--- src/rtl/first_pkg.sv ---
// Shared types and constants for the First adder design: FSM state encoding,
// default widths and host-interface endpoint addresses.
package first_pkg;

  typedef enum logic [1:0] {
    ST_IDLE = 2'd0,
    ST_LOAD = 2'd1,
    ST_ADD  = 2'd2,
    ST_DONE = 2'd3
  } state_e;

  localparam int DEF_WIDTH = 16;
  localparam int DEF_CNT_W = 16;
  localparam int DEF_LED_W = 8;

  localparam logic [7:0] EP_CTRL = 8'h00;
  localparam logic [7:0] EP_OP_A = 8'h01;
  localparam logic [7:0] EP_OP_B = 8'h02;
  localparam logic [7:0] EP_SUM  = 8'h21;
  localparam logic [7:0] EP_TRIG = 8'h40;
  localparam logic [7:0] EP_DONE = 8'h60;

endpackage

--- src/rtl/first_add_unit.sv ---
// Combinational WIDTH+1 bit adder. Define FIRST_ADDER_SATURATE_EN to clamp the
// result to all ones on overflow; otherwise the sum wraps modulo 2^WIDTH.
module first_add_unit import first_pkg::*; #(
  parameter int WIDTH = DEF_WIDTH
) (
  input  logic [WIDTH-1:0] a_i,
  input  logic [WIDTH-1:0] b_i,
  output logic [WIDTH-1:0] sum_o,
  output logic             carry_o
);

  logic [WIDTH:0] raw;

  assign raw     = {1'b0, a_i} + {1'b0, b_i};
  assign carry_o = raw[WIDTH];

`ifdef FIRST_ADDER_SATURATE_EN
  assign sum_o = raw[WIDTH] ? {WIDTH{1'b1}} : raw[WIDTH-1:0];
`else
  assign sum_o = raw[WIDTH-1:0];
`endif

endmodule

--- src/rtl/first_adder_core.sv ---
// Registered adder/accumulator stage between the operand wire-ins and the result
// wire-out / done trigger-out. FIRST_ADDER_SATURATE_EN selects a clamping adder.
module first_adder_core import first_pkg::*; #(
  parameter int WIDTH = DEF_WIDTH,
  parameter int CNT_W = DEF_CNT_W,
  parameter int LED_W = DEF_LED_W
) (
  input  logic             ti_clk_i,
  input  logic             rst_ni,
  input  logic [WIDTH-1:0] op_a_i,
  input  logic [WIDTH-1:0] op_b_i,
  input  logic             auto_en_i,
  input  logic             accum_en_i,
  input  logic             start_i,
  input  logic             clear_i,
  output logic [WIDTH-1:0] sum_o,
  output logic             carry_o,
  output logic             busy_o,
  output logic             done_o,
  output logic             missed_o,
  output logic [CNT_W-1:0] op_count_o,
  output logic [LED_W-1:0] led_o
);

  state_e           state_q;
  logic [WIDTH-1:0] sum_q;
  logic             carry_q;
  logic             busy_q;
  logic             done_q;
  logic             missed_q;
  logic [CNT_W-1:0] op_count_q;
  logic [WIDTH-1:0] a_q;
  logic [WIDTH-1:0] b_q;
  logic             acc_q;

  logic [WIDTH-1:0] add_x;
  logic [WIDTH-1:0] sum_d;
  logic             carry_d;
  logic             go;

  // Auto mode compares against the last loaded operands, not the last inputs.
  assign go    = start_i | (auto_en_i & ((op_a_i != a_q) | (op_b_i != b_q)));
  assign add_x = acc_q ? sum_q : a_q;

  first_add_unit #(.WIDTH(WIDTH)) u_add (
    .a_i     (add_x),
    .b_i     (b_q),
    .sum_o   (sum_d),
    .carry_o (carry_d)
  );

  always_ff @(posedge ti_clk_i or negedge rst_ni) begin
    if (!rst_ni) begin
      state_q    <= ST_IDLE;
      sum_q      <= '0;
      carry_q    <= 1'b0;
      busy_q     <= 1'b0;
      done_q     <= 1'b0;
      missed_q   <= 1'b0;
      op_count_q <= '0;
      a_q        <= '0;
      b_q        <= '0;
      acc_q      <= 1'b0;
    end else if (clear_i) begin
      state_q    <= ST_IDLE;
      sum_q      <= '0;
      carry_q    <= 1'b0;
      busy_q     <= 1'b0;
      done_q     <= 1'b0;
      missed_q   <= 1'b0;
      op_count_q <= '0;
      a_q        <= '0;
      b_q        <= '0;
      acc_q      <= 1'b0;
    end else begin
      done_q <= 1'b0;
      if (start_i && state_q != ST_IDLE) begin
        missed_q <= 1'b1;
      end
      case (state_q)
        ST_IDLE: begin
          if (go) begin
            state_q <= ST_LOAD;
            busy_q  <= 1'b1;
          end
        end
        ST_LOAD: begin
          a_q     <= op_a_i;
          b_q     <= op_b_i;
          acc_q   <= accum_en_i;
          state_q <= ST_ADD;
        end
        ST_ADD: begin
          sum_q   <= sum_d;
          carry_q <= carry_d;
          done_q  <= 1'b1;
          state_q <= ST_DONE;
        end
        ST_DONE: begin
          op_count_q <= op_count_q + CNT_W'(1);
          busy_q     <= 1'b0;
          state_q    <= ST_IDLE;
        end
        default: state_q <= ST_IDLE;
      endcase
    end
  end

  // Board LEDs are active-low.
  assign led_o      = ~sum_q[LED_W-1:0];
  assign sum_o      = sum_q;
  assign carry_o    = carry_q;
  assign busy_o     = busy_q;
  assign done_o     = done_q;
  assign missed_o   = missed_q;
  assign op_count_o = op_count_q;

endmodule
--- config.mk ---
export PLATFORM = sky130hd
export DESIGN_NAME = first_adder_core
export DESIGN_NICKNAME = d
export VERILOG_FILES = /design/src/rtl/first_pkg.sv /design/src/rtl/first_add_unit.sv /design/src/rtl/first_adder_core.sv
export SDC_FILE = /design/constraint.sdc
export NUM_CORES = 1
export LEC_CHECK = 0
export BUFFER_PORTS_ARGS = -buffer_cell sky130_fd_sc_hd__buf_4
export CAP_MARGIN = 40
export CORE_ASPECT_RATIO = 1.5
export CORE_MARGIN = 2
export CORE_UTILIZATION = 55
export CTS_CLUSTER_DIAMETER = 200
export DETAILED_ROUTE_END_ITERATION = 7
export HOLD_SLACK_MARGIN = 0.08
export PLACE_DENSITY = 0.89
export SLEW_MARGIN = 0
export SYNTH_ARGS = -nofsm -noshare
export SYNTH_HDL_FRONTEND = slang
export SYNTH_HIERARCHICAL = 1
export SYNTH_SLANG_ARGS = --single-unit
--- constraint.sdc ---
create_clock -name ti_clk_i -period 4.45 [get_ports ti_clk_i]
set_clock_uncertainty 0.15 [all_clocks]
set_input_delay 0.89 -clock ti_clk_i [delete_from_list [all_inputs] [get_ports ti_clk_i]]
set_output_delay 0.89 -clock ti_clk_i [all_outputs]
set_load 0.1 [all_outputs]
==> flow_summary.json, run 1 <==
{
  "synth_area_per_cell_sq_um": 10.1,
  "finalHoldViolCount": 0,
  "drive_above_1_share_pct": 24.4,
  "r2r-end": "carry_o",
  "cts_inserted_buffers": 9,
  "synthCells": 451,
  "synth_xor_area_share_pct": 10.7,
  "antenna_found_initial": 0,
  "synth_fa_ha_area_share_pct": 6.20,
  "cp.arrival_ns": 3.24,
  "crit_start": "acc_q",
  "grt_pass1_wl_mm": 18.3,
  "synth_top_area_share_pct": 38.9,
  "hold_class": "primary input to asynchronous set/reset pin",
  "cp_cell_sequence": "buf_4, mux2_2, ha_1, fa_1, a21o_1, a221oi_2, o21ai_2, a21oi_2, o21ai_0, mux2i_1, nor2_1",
  "synth_seq_area_share_pct": 38.9,
  "cts_resized": 0,
  "clock.fmax_mhz": 313,
  "grt_max_degree": 73,
  "overflow": 0,
  "area_growth_pct": 20.3,
  "die_h_um": 116,
  "yosysWarnings": 6,
  "path_delay_family": "compound AO/OA/AOI/OAI gates",
  "synth_ff_type": "dfrtp_1",
  "powerDensity_nw_per_um2": 470,
  "holdBufCountCts": 0,
  "antenna_left": 0,
  "coreArea_sq_um": 8060,
  "r2r_start": "acc_q",
  "yosys.area_share.simple_pct": 15.7,
  "muxShareOfSynthArea_pct": 15.1,
  "cp_max_fo": 17,
  "clk_latency_ns": 0.34,
  "place_area_sq_um": 5240,
  "dieArea_sq_um": 9060,
  "synthArstFlopShare_pct": 100,
  "status": "complete, no violations",
  "first_global_vias": 3838,
  "fin_area_sq_um": 5490,
  "ys_seq_elements": 71,
  "critical_path_required_ns": 4.49,
  "dieWidth_um": 78.4,
  "num_vias": 3705,
  "cts_tree": "built",
  "period_share_pct": 71.8,
  "grt_use_total_pct": 26.3,
  "path_class": "flop to flop",
  "ff2ff_setup_slack_ns": 1.25,
  "ioPinCount": 82,
  "clk_path_buf_depth": 2,
  "utilization_pct": 68.1,
  "fin_crit_ns": 3.20,
  "crit_cells": 11,
  "cp_num_buf_inv": 1,
  "worstMarginPinSlew_ns": 0.787,
  "drt_iter0_markers": 182,
  "path_clk_slew_ns": 0.05,
  "place_congestion": 0.856,
  "port-buffer-count": 81,
  "fin_nets": 582,
  "setup_violations": 0,
  "synth_cell_types": 51,
  "tns_ns": 0,
  "synth_compound_area_share_pct": 8.83,
  "slew_headroom_pct": 47.5,
  "slowest_delay_ns": 0.41,
  "initial_core_util_pct": 56.6,
  "synth.largest_area_cell": "dfrtp_1",
  "worst_hold_slack_ns": 0.340,
  "wire_per_inst_um": 18.0,
  "clock_sinks": 71,
  "ir_drop_v": 0.000322,
  "setup.worst_path.end": "carry_o",
  "endpoint_kind": "flop",
  "p_leak_nw": 2.74,
  "post-cts-setup-buffer-count": 0,
  "worstSetupStartpointType": "flop",
  "root_buffer": "clkbuf_16",
  "cts.htree.levels": 3,
  "maxSlewViolCount": 0,
  "worstRegToRegCells": 11,
  "drc": 0,
  "vias_per_cell": 5.89,
  "slowest_stage": "fa_1",
  "rsz0062_at_grt": "false",
  "synth_fp_nets": 511,
  "maxCapViolCount": 0,
  "synth.area.top_cells": "dfrtp_1 (39%), mux2i_1 (11%), xor2_1 (8.4%)",
  "drtPass1Iterations": 6,
  "dpl.hpwl_mm": 8.27,
  "synth_edf_count": 0,
  "syn-cell-area_sq_um": 4560,
  "synth_commonest_cells": "dfrtp_1 (71), nor2_1 (71), mux2i_1 (51), xor2_1 (44), ha_1 (21)",
  "antenna_cells": 0,
  "synth_top_family_by_area": "simple AND/OR/NAND/NOR gates",
  "num_rows": 40,
  "routed_wl_mm": 11.3
}
==> cell usage in the layout, fill, tap and decap left out, drive strengths merged, types with 3 or more instances in the layout <==
cell type / count
nor2: 71
xor2: 44
nand2: 10
and4: 3
buf: 85
inv: 19
nand4: 9
nor4: 15
a21oi: 10
and3: 7
nor2b: 3
dfrtp: 71
nand3: 9
a211oi: 5
xnor2: 12
o21ai: 6
clkbuf: 11
nor3: 6
ha: 21
a21o: 9
o211ai: 3
mux2i: 51
a31oi: 3
mux2: 16
==> flip-flops by register name, indices dropped and copies added, names as in the netlist, 2 cells and up <==
signal and flops:
a_q 16, b_q 16, op_count_o 16, sum_o 16, state_q 2
==> layer usage <==
layer	GRT usage, %	up-vias	routed length, um
met5	0	-	0
met3	5.14	40	492
met1	29.1	1808	4400
met2	47.2	130	6010
li1	-	1727	-
met4	14.4	0	433
==> power breakdown <==
part / switching (W) / total, W / internal [W]
registers: 0.0000989 / 0.000829 / 0.000730
logic: 0.000712 / 0.00111 / 0.000398
clock network: 0.000259 / 0.000639 / 0.000381
==> stage by stage <==
stage	setup WS, ns	instances	total power (W)
2_1_floorplan	1.26	451	0.00168
3_3_place_gp	1.40	613	0.00188
3_5_place_dp	1.30	616	0.00194
4_1_cts	1.28	629	0.00259
5_1_grt	1.07	629	0.00270
6_report	1.25	629	0.00258
==> worst min-delay path by stage <==
stage / from / end / slack [ns] / cells past startpoint
5_1_grt: rst_ni / op_count_o[13] / 0.39 / 1
3_5_place_dp: missed_o / missed_o / 0.35 / 2
2_1_floorplan: a_q[0] / a_q[0] / 0.37 / 2
3_3_place_gp: missed_o / missed_o / 0.33 / 2
4_1_cts: rst_ni / op_count_o[13] / 0.36 / 1
6_report: rst_ni / op_count_o[13] / 0.34 / 1
==> cell type report <==
class | instances | area, sq um
multi-input combinational | 336 | 2590
clock inverter | 2 | 10.0
tap | 105 | 131
inverter | 19 | 71.3
timing repair buffer | 85 | 671
sequential | 71 | 1780
clock buffer | 11 | 243
fill | 602 | 2570
==> cells by family (layout without fill, tap and decap cells) <==
family          Yosys count  count (layout)
fa+ha+maj                22              22
compound gates           53              53
flops                    71              71
simple gates            138             138
mux                      67              67
xor+xnor                 56              56
buf+inv                  44             117
==> worst register-to-register path: stages (launching register included) <==
cell      delay, ns
dfrtp_1        0.33
buf_4          0.25
mux2_2         0.38
ha_1           0.24
fa_1           0.41
a21o_1         0.22
a221oi_2       0.40
o21ai_2        0.16
a21oi_2        0.18
o21ai_0        0.11
mux2i_1        0.16
nor2_1         0.06
Power figures use the tool's default switching activity.
==> run 2: changes to the inputs <==
Clock period 4.45 ns to 3.01 ns, I/O delays scaled along.
==> run 2 against run 1 <==
Compared with the run above: first-iteration DRC count rose by 18%; largest power group unchanged; flip-flop and latch count is the same; highest routed layer unchanged; largest cell class unchanged; fmax grew 11%; final cell count is 1.6% higher; via count rose by 0.67%; die area stayed put; worst setup slack got worse by 1.1 ns; core utilization increased by 2.1 points; wire length is 3.4% higher; global-route usage up 0.84 points; count of clock-buffer cells in the layout is 2 higher; clock power rose by 83%.
==> flow_summary.json, run 2 (same netlist as run 1, synthesis figures left out) <==
{
  "endpoint_kind": "flop",
  "ir_drop_v": 0.000532,
  "grt_max_degree": 66,
  "cts.htree.levels": 3,
  "path_class": "flop to flop",
  "drive_above_1_share_pct": 27.3,
  "ioPinCount": 82,
  "place_congestion": 0.842,
  "worstMarginPinSlew_ns": 0.702,
  "hold_class": "primary input to flop",
  "num_vias": 3730,
  "num_rows": 40,
  "cp_max_fo": 4,
  "slowest_delay_ns": 0.41,
  "cp_num_buf_inv": 0,
  "cts_tree": "built",
  "final_common_cell": "buf_4",
  "drc": 0,
  "period_share_pct": 95.7,
  "finalHoldViolCount": 0,
  "slowest_stage": "dfrtp_2",
  "worstRegToRegCells": 10,
  "cts_inserted_buffers": 9,
  "clock.fmax_mhz": 347,
  "die_h_um": 116,
  "dieArea_sq_um": 9060,
  "fin_nets": 589,
  "fin_crit_ns": 2.88,
  "rsz0062_at_grt": "true",
  "most-common-layout-cells": "buf_4 (89), nor2_1 (71), dfrtp_1 (68), mux2i_1 (51), xor2_1 (44)",
  "antenna_cells": 0,
  "holdPathStages": 2,
  "maxCapViolCount": 0,
  "crit_cells": 10,
  "initial_core_util_pct": 56.6,
  "routed_wl_mm": 11.7,
  "worst_slack_ns": 0.129,
  "critical_path_required_ns": 3.06,
  "dpl.hpwl_mm": 8.49,
  "worstSetupStartpointType": "flop",
  "cp.arrival_ns": 2.93,
  "post-cts-setup-buffer-count": 0,
  "antenna_left": 0,
  "utilization_pct": 70.2,
  "area_growth_pct": 24.0,
  "coreArea_sq_um": 8060,
  "clock_sinks": 71,
  "place_area_sq_um": 5270,
  "overflow": 0,
  "path_delay_family": "compound AO/OA/AOI/OAI gates",
  "root_buffer": "clkbuf_16",
  "path_clk_slew_ns": 0.06,
  "antenna_found_initial": 0,
  "dieWidth_um": 78.4,
  "pre_cts_ws_ns": 0.0153,
  "grt_use_total_pct": 27.1,
  "drt_iter0_markers": 215,
  "fin_area_sq_um": 5660,
  "clk_path_buf_depth": 2,
  "first_global_vias": 3831,
  "worst_hold_slack_ns": 0.344,
  "setup_violations": 0,
  "drtPass1Iterations": 4,
  "slew_headroom_pct": 53.2,
  "wire_per_inst_um": 18.3,
  "powerDensity_nw_per_um2": 720,
  "port-buffer-count": 81,
  "maxSlewViolCount": 0,
  "clk_latency_ns": 0.34,
  "vias_per_cell": 5.84,
  "p_leak_nw": 2.81,
  "status": "complete, no violations",
  "cp_cell_sequence": "mux2_2, ha_1, fa_2, a21o_1, a221oi_4, o21ai_2, a21oi_2, o21ai_0, mux2i_1, nor2_1",
  "grt_pass1_wl_mm": 18.9,
  "tns_ns": 0
}
-- run 2: cell types whose count changed in the layout (fill, tap and decap cells not counted), sizes merged --
cell         change
buf              +6
clkbuf           +2
clkinv           -1
bufinv           +2
dlygate4sd3      +1
-- run 2: final timing paths --
path,startpoint,slack [ns],endpoint
worst max register to register,acc_q,0.13,carry_o
max in group asynchronous,rst_ni,1.60,acc_q
worst min register to register,missed_o,0.34,missed_o
worst min-delay path,clear_i,0.34,missed_o
min in group asynchronous,rst_ni,0.54,op_count_o[13]
worst max-delay path,acc_q,0.13,carry_o
-- run 2: repair_timing --
action,in CTS,in global routing
endpoints found under the hold margin,18,0
pin swaps,0,4
resized for setup,1,11
endpoints found under the setup margin,2,10
hold buffers,1,0
-- run 2: area by class of cell --
type | count | area, sq um
Multi-Input combinational cell | 336 | 2630
Fill cell | 555 | 2400
Sequential cell | 71 | 1780
Timing Repair Buffer | 92 | 721
Clock buffer | 13 | 260
Tap cell | 105 | 131
Inverter | 19 | 71.3
Clock inverter | 3 | 65.1
-- run 2: through the flow --
step	power (W)	std cells
CTS	0.00406	639
finish	0.00407	639
global route	0.00425	639
floorplan	0.00248	451
global placement	0.00282	621
detailed placement	0.00287	622
-- run 2: power by group --
| part | internal, W | switching (W) | leakage (nW) |
|---|---|---|---|
| sequential | 0.00108 | 0.000153 | 0.965 |
| combinational | 0.000606 | 0.00107 | 1.68 |
| clock | 0.000769 | 0.000399 | 0.160 |
| total | 0.00246 | 0.00162 | 2.81 |
-- run 2: routing by layer --
layer | vias up | part of all wire, % | track usage, %
li1 | 1745 | - | -
met1 | 1847 | 39 | 30.0
met2 | 108 | 54 | 50.1
met3 | 30 | 3.5 | 4.52
met4 | 0 | 3.3 | 13.5
met5 | - | 0 | 0
==> run 3: changes to the inputs <==
--- a/constraint.sdc
+++ b/constraint.sdc
@@ -3,3 +3,3 @@
 set_input_delay 0.602 -clock ti_clk_i [delete_from_list [all_inputs] [get_ports ti_clk_i]]
 set_output_delay 0.602 -clock ti_clk_i [all_outputs]
-set_load 0.1 [all_outputs]
+set_load 0.05 [all_outputs]
==> run 3 against run 2 <==
Compared with the run above: critical path depth shrank 1; core utilization decreased by 0.62 points; sequential power is essentially flat; sequential share of layout area increased by 0.24 points; fmax fell by 1.8%; power fell by 10%; non-clock buffer count is 1 higher; global-route usage down 0.76 points; final cell count decreased by 0.16%; via count shrank 0.67%; critical path type unchanged; highest routed layer unchanged.
==> flow_summary.json, run 3 (same netlist as run 1, synthesis figures left out) <==
{
  "status": "complete, no violations",
  "area_growth_pct": 22.9,
  "cp_max_fo": 14,
  "wire_per_inst_um": 18.0,
  "grt_pass1_wl_mm": 18.3,
  "most-common-layout-cells": "buf_4 (90), nor2_1 (71), dfrtp_1 (70), mux2i_1 (51), xor2_1 (44)",
  "dieArea_sq_um": 9060,
  "cts_tree": "built",
  "grt_max_degree": 68,
  "slew_headroom_pct": 55.6,
  "fin_crit_ns": 2.93,
  "clk_latency_ns": 0.34,
  "ir_drop_v": 0.000364,
  "fin_nets": 590,
  "grt_use_total_pct": 26.4,
  "cts_inserted_buffers": 9,
  "cts.htree.levels": 3,
  "ioPinCount": 82,
  "coreArea_sq_um": 8060,
  "p_leak_nw": 2.79,
  "final_common_cell": "buf_4",
  "setup_violations": 0,
  "path_delay_family": "compound AO/OA/AOI/OAI gates",
  "initial_core_util_pct": 56.6,
  "slowest_stage": "a2111oi_0",
  "maxSlewViolCount": 0,
  "vias_per_cell": 5.81,
  "cp_cell_sequence": "buf_6, mux2_2, ha_1, and2_1, nor3_1, a2111oi_0, o311ai_2, mux2i_1, nor2_1",
  "drive_above_1_share_pct": 26.8,
  "endpoint_kind": "flop",
  "worst_hold_slack_ns": 0.343,
  "place_area_sq_um": 5270,
  "antenna_left": 0,
  "maxCapViolCount": 0,
  "antenna_found_initial": 0,
  "num_vias": 3705,
  "routed_wl_mm": 11.5,
  "cp.arrival_ns": 2.98,
  "overflow": 0,
  "worstMarginPinSlew_ns": 0.667,
  "nFillCells": 581,
  "root_buffer": "clkbuf_16",
  "critical_path_required_ns": 3.05,
  "drtPass1Iterations": 4,
  "path_class": "flop to flop",
  "antenna_cells": 0,
  "path_clk_slew_ns": 0.05,
  "worstSetupStartpointType": "flop",
  "period_share_pct": 97.4,
  "hold_class": "flop to flop",
  "place_inst": 622,
  "utilization_pct": 69.6,
  "slowest_delay_ns": 0.50,
  "clk_path_buf_depth": 2,
  "clock_sinks": 71,
  "first_global_vias": 3797,
  "fin_area_sq_um": 5610,
  "drt_iter0_markers": 191,
  "powerDensity_nw_per_um2": 651,
  "clock.fmax_mhz": 341,
  "die_h_um": 116,
  "tns_ns": 0,
  "port-buffer-count": 81,
  "finalHoldViolCount": 0,
  "num_rows": 40,
  "place_congestion": 0.867,
  "stdcell_count": 638,
  "dieWidth_um": 78.4,
  "cp_num_buf_inv": 1,
  "drc": 0,
  "dpl.hpwl_mm": 8.22
}
## run 3: repair_timing
item / CTS / global route
setup endpoints to repair: 3 / 9
hold buffers: 1 / 0
buffers inserted: 0 / 1
gates cloned: 0 / 0
pin swaps: 0 / 2
gates resized for setup: 2 / 8
hold endpoints to repair: 4 / 0
## run 3: final timing paths
kind	start	endpoint	slack, ns	cells after the start
min	missed_o	missed_o	0.34	2
max in group asynchronous	rst_ni	acc_q	1.70	3
min reg2reg	missed_o	missed_o	0.34	2
min in group asynchronous	rst_ni	op_count_o[13]	0.47	2
max reg2reg	acc_q	sum_o[14]	0.08	9
max	acc_q	sum_o[14]	0.08	9
## run 3: layer usage
metal	share of wire (%)	track usage [%]	vias up
li1	-	-	1746
met1	39	30.0	1799
met2	53	45.7	125
met3	4.4	4.05	35
met4	4.3	17.5	0
met5	0	0	-
## run 3: power breakdown
group / leakage (nW) / switching (W) / internal (W) / total (W)
Clock: 0.132 / 0.000381 / 0.000592 / 0.000973
Sequential: 0.968 / 0.000151 / 0.00108 / 0.00123
Combinational: 1.69 / 0.000845 / 0.000602 / 0.00145
Total: 2.79 / 0.00138 / 0.00227 / 0.00365
## run 3: tightest hold or removal path, stage by stage (launching register included)
cell and delay, ns:
dfrtp_1 0.34, a21oi_1 0.04, nor2_1 0.07
## run 3: layout make-up
| type | instances | area [sq um] | area share [%] |
|---|---|---|---|
| Tap cell | 105 | 131 | 2.34 |
| Clock buffer | 13 | 260 | 4.64 |
| Clock inverter | 1 | 5.00 | 0.0892 |
| Timing Repair Buffer | 93 | 724 | 12.9 |
| Inverter | 19 | 71.3 | 1.27 |
| Multi-Input combinational cell | 336 | 2640 | 47.0 |
| Sequential cell | 71 | 1780 | 31.7 |
## run 3: metrics by stage
step | setup WS, ns | total power (W)
global route | -0.0612 | 0.00383
detailed placement | -0.0432 | 0.00264
floorplan | 0.0689 | 0.00227
finish | 0.0777 | 0.00365
global placement | 0.0853 | 0.00259
CTS | 0.0112 | 0.00363
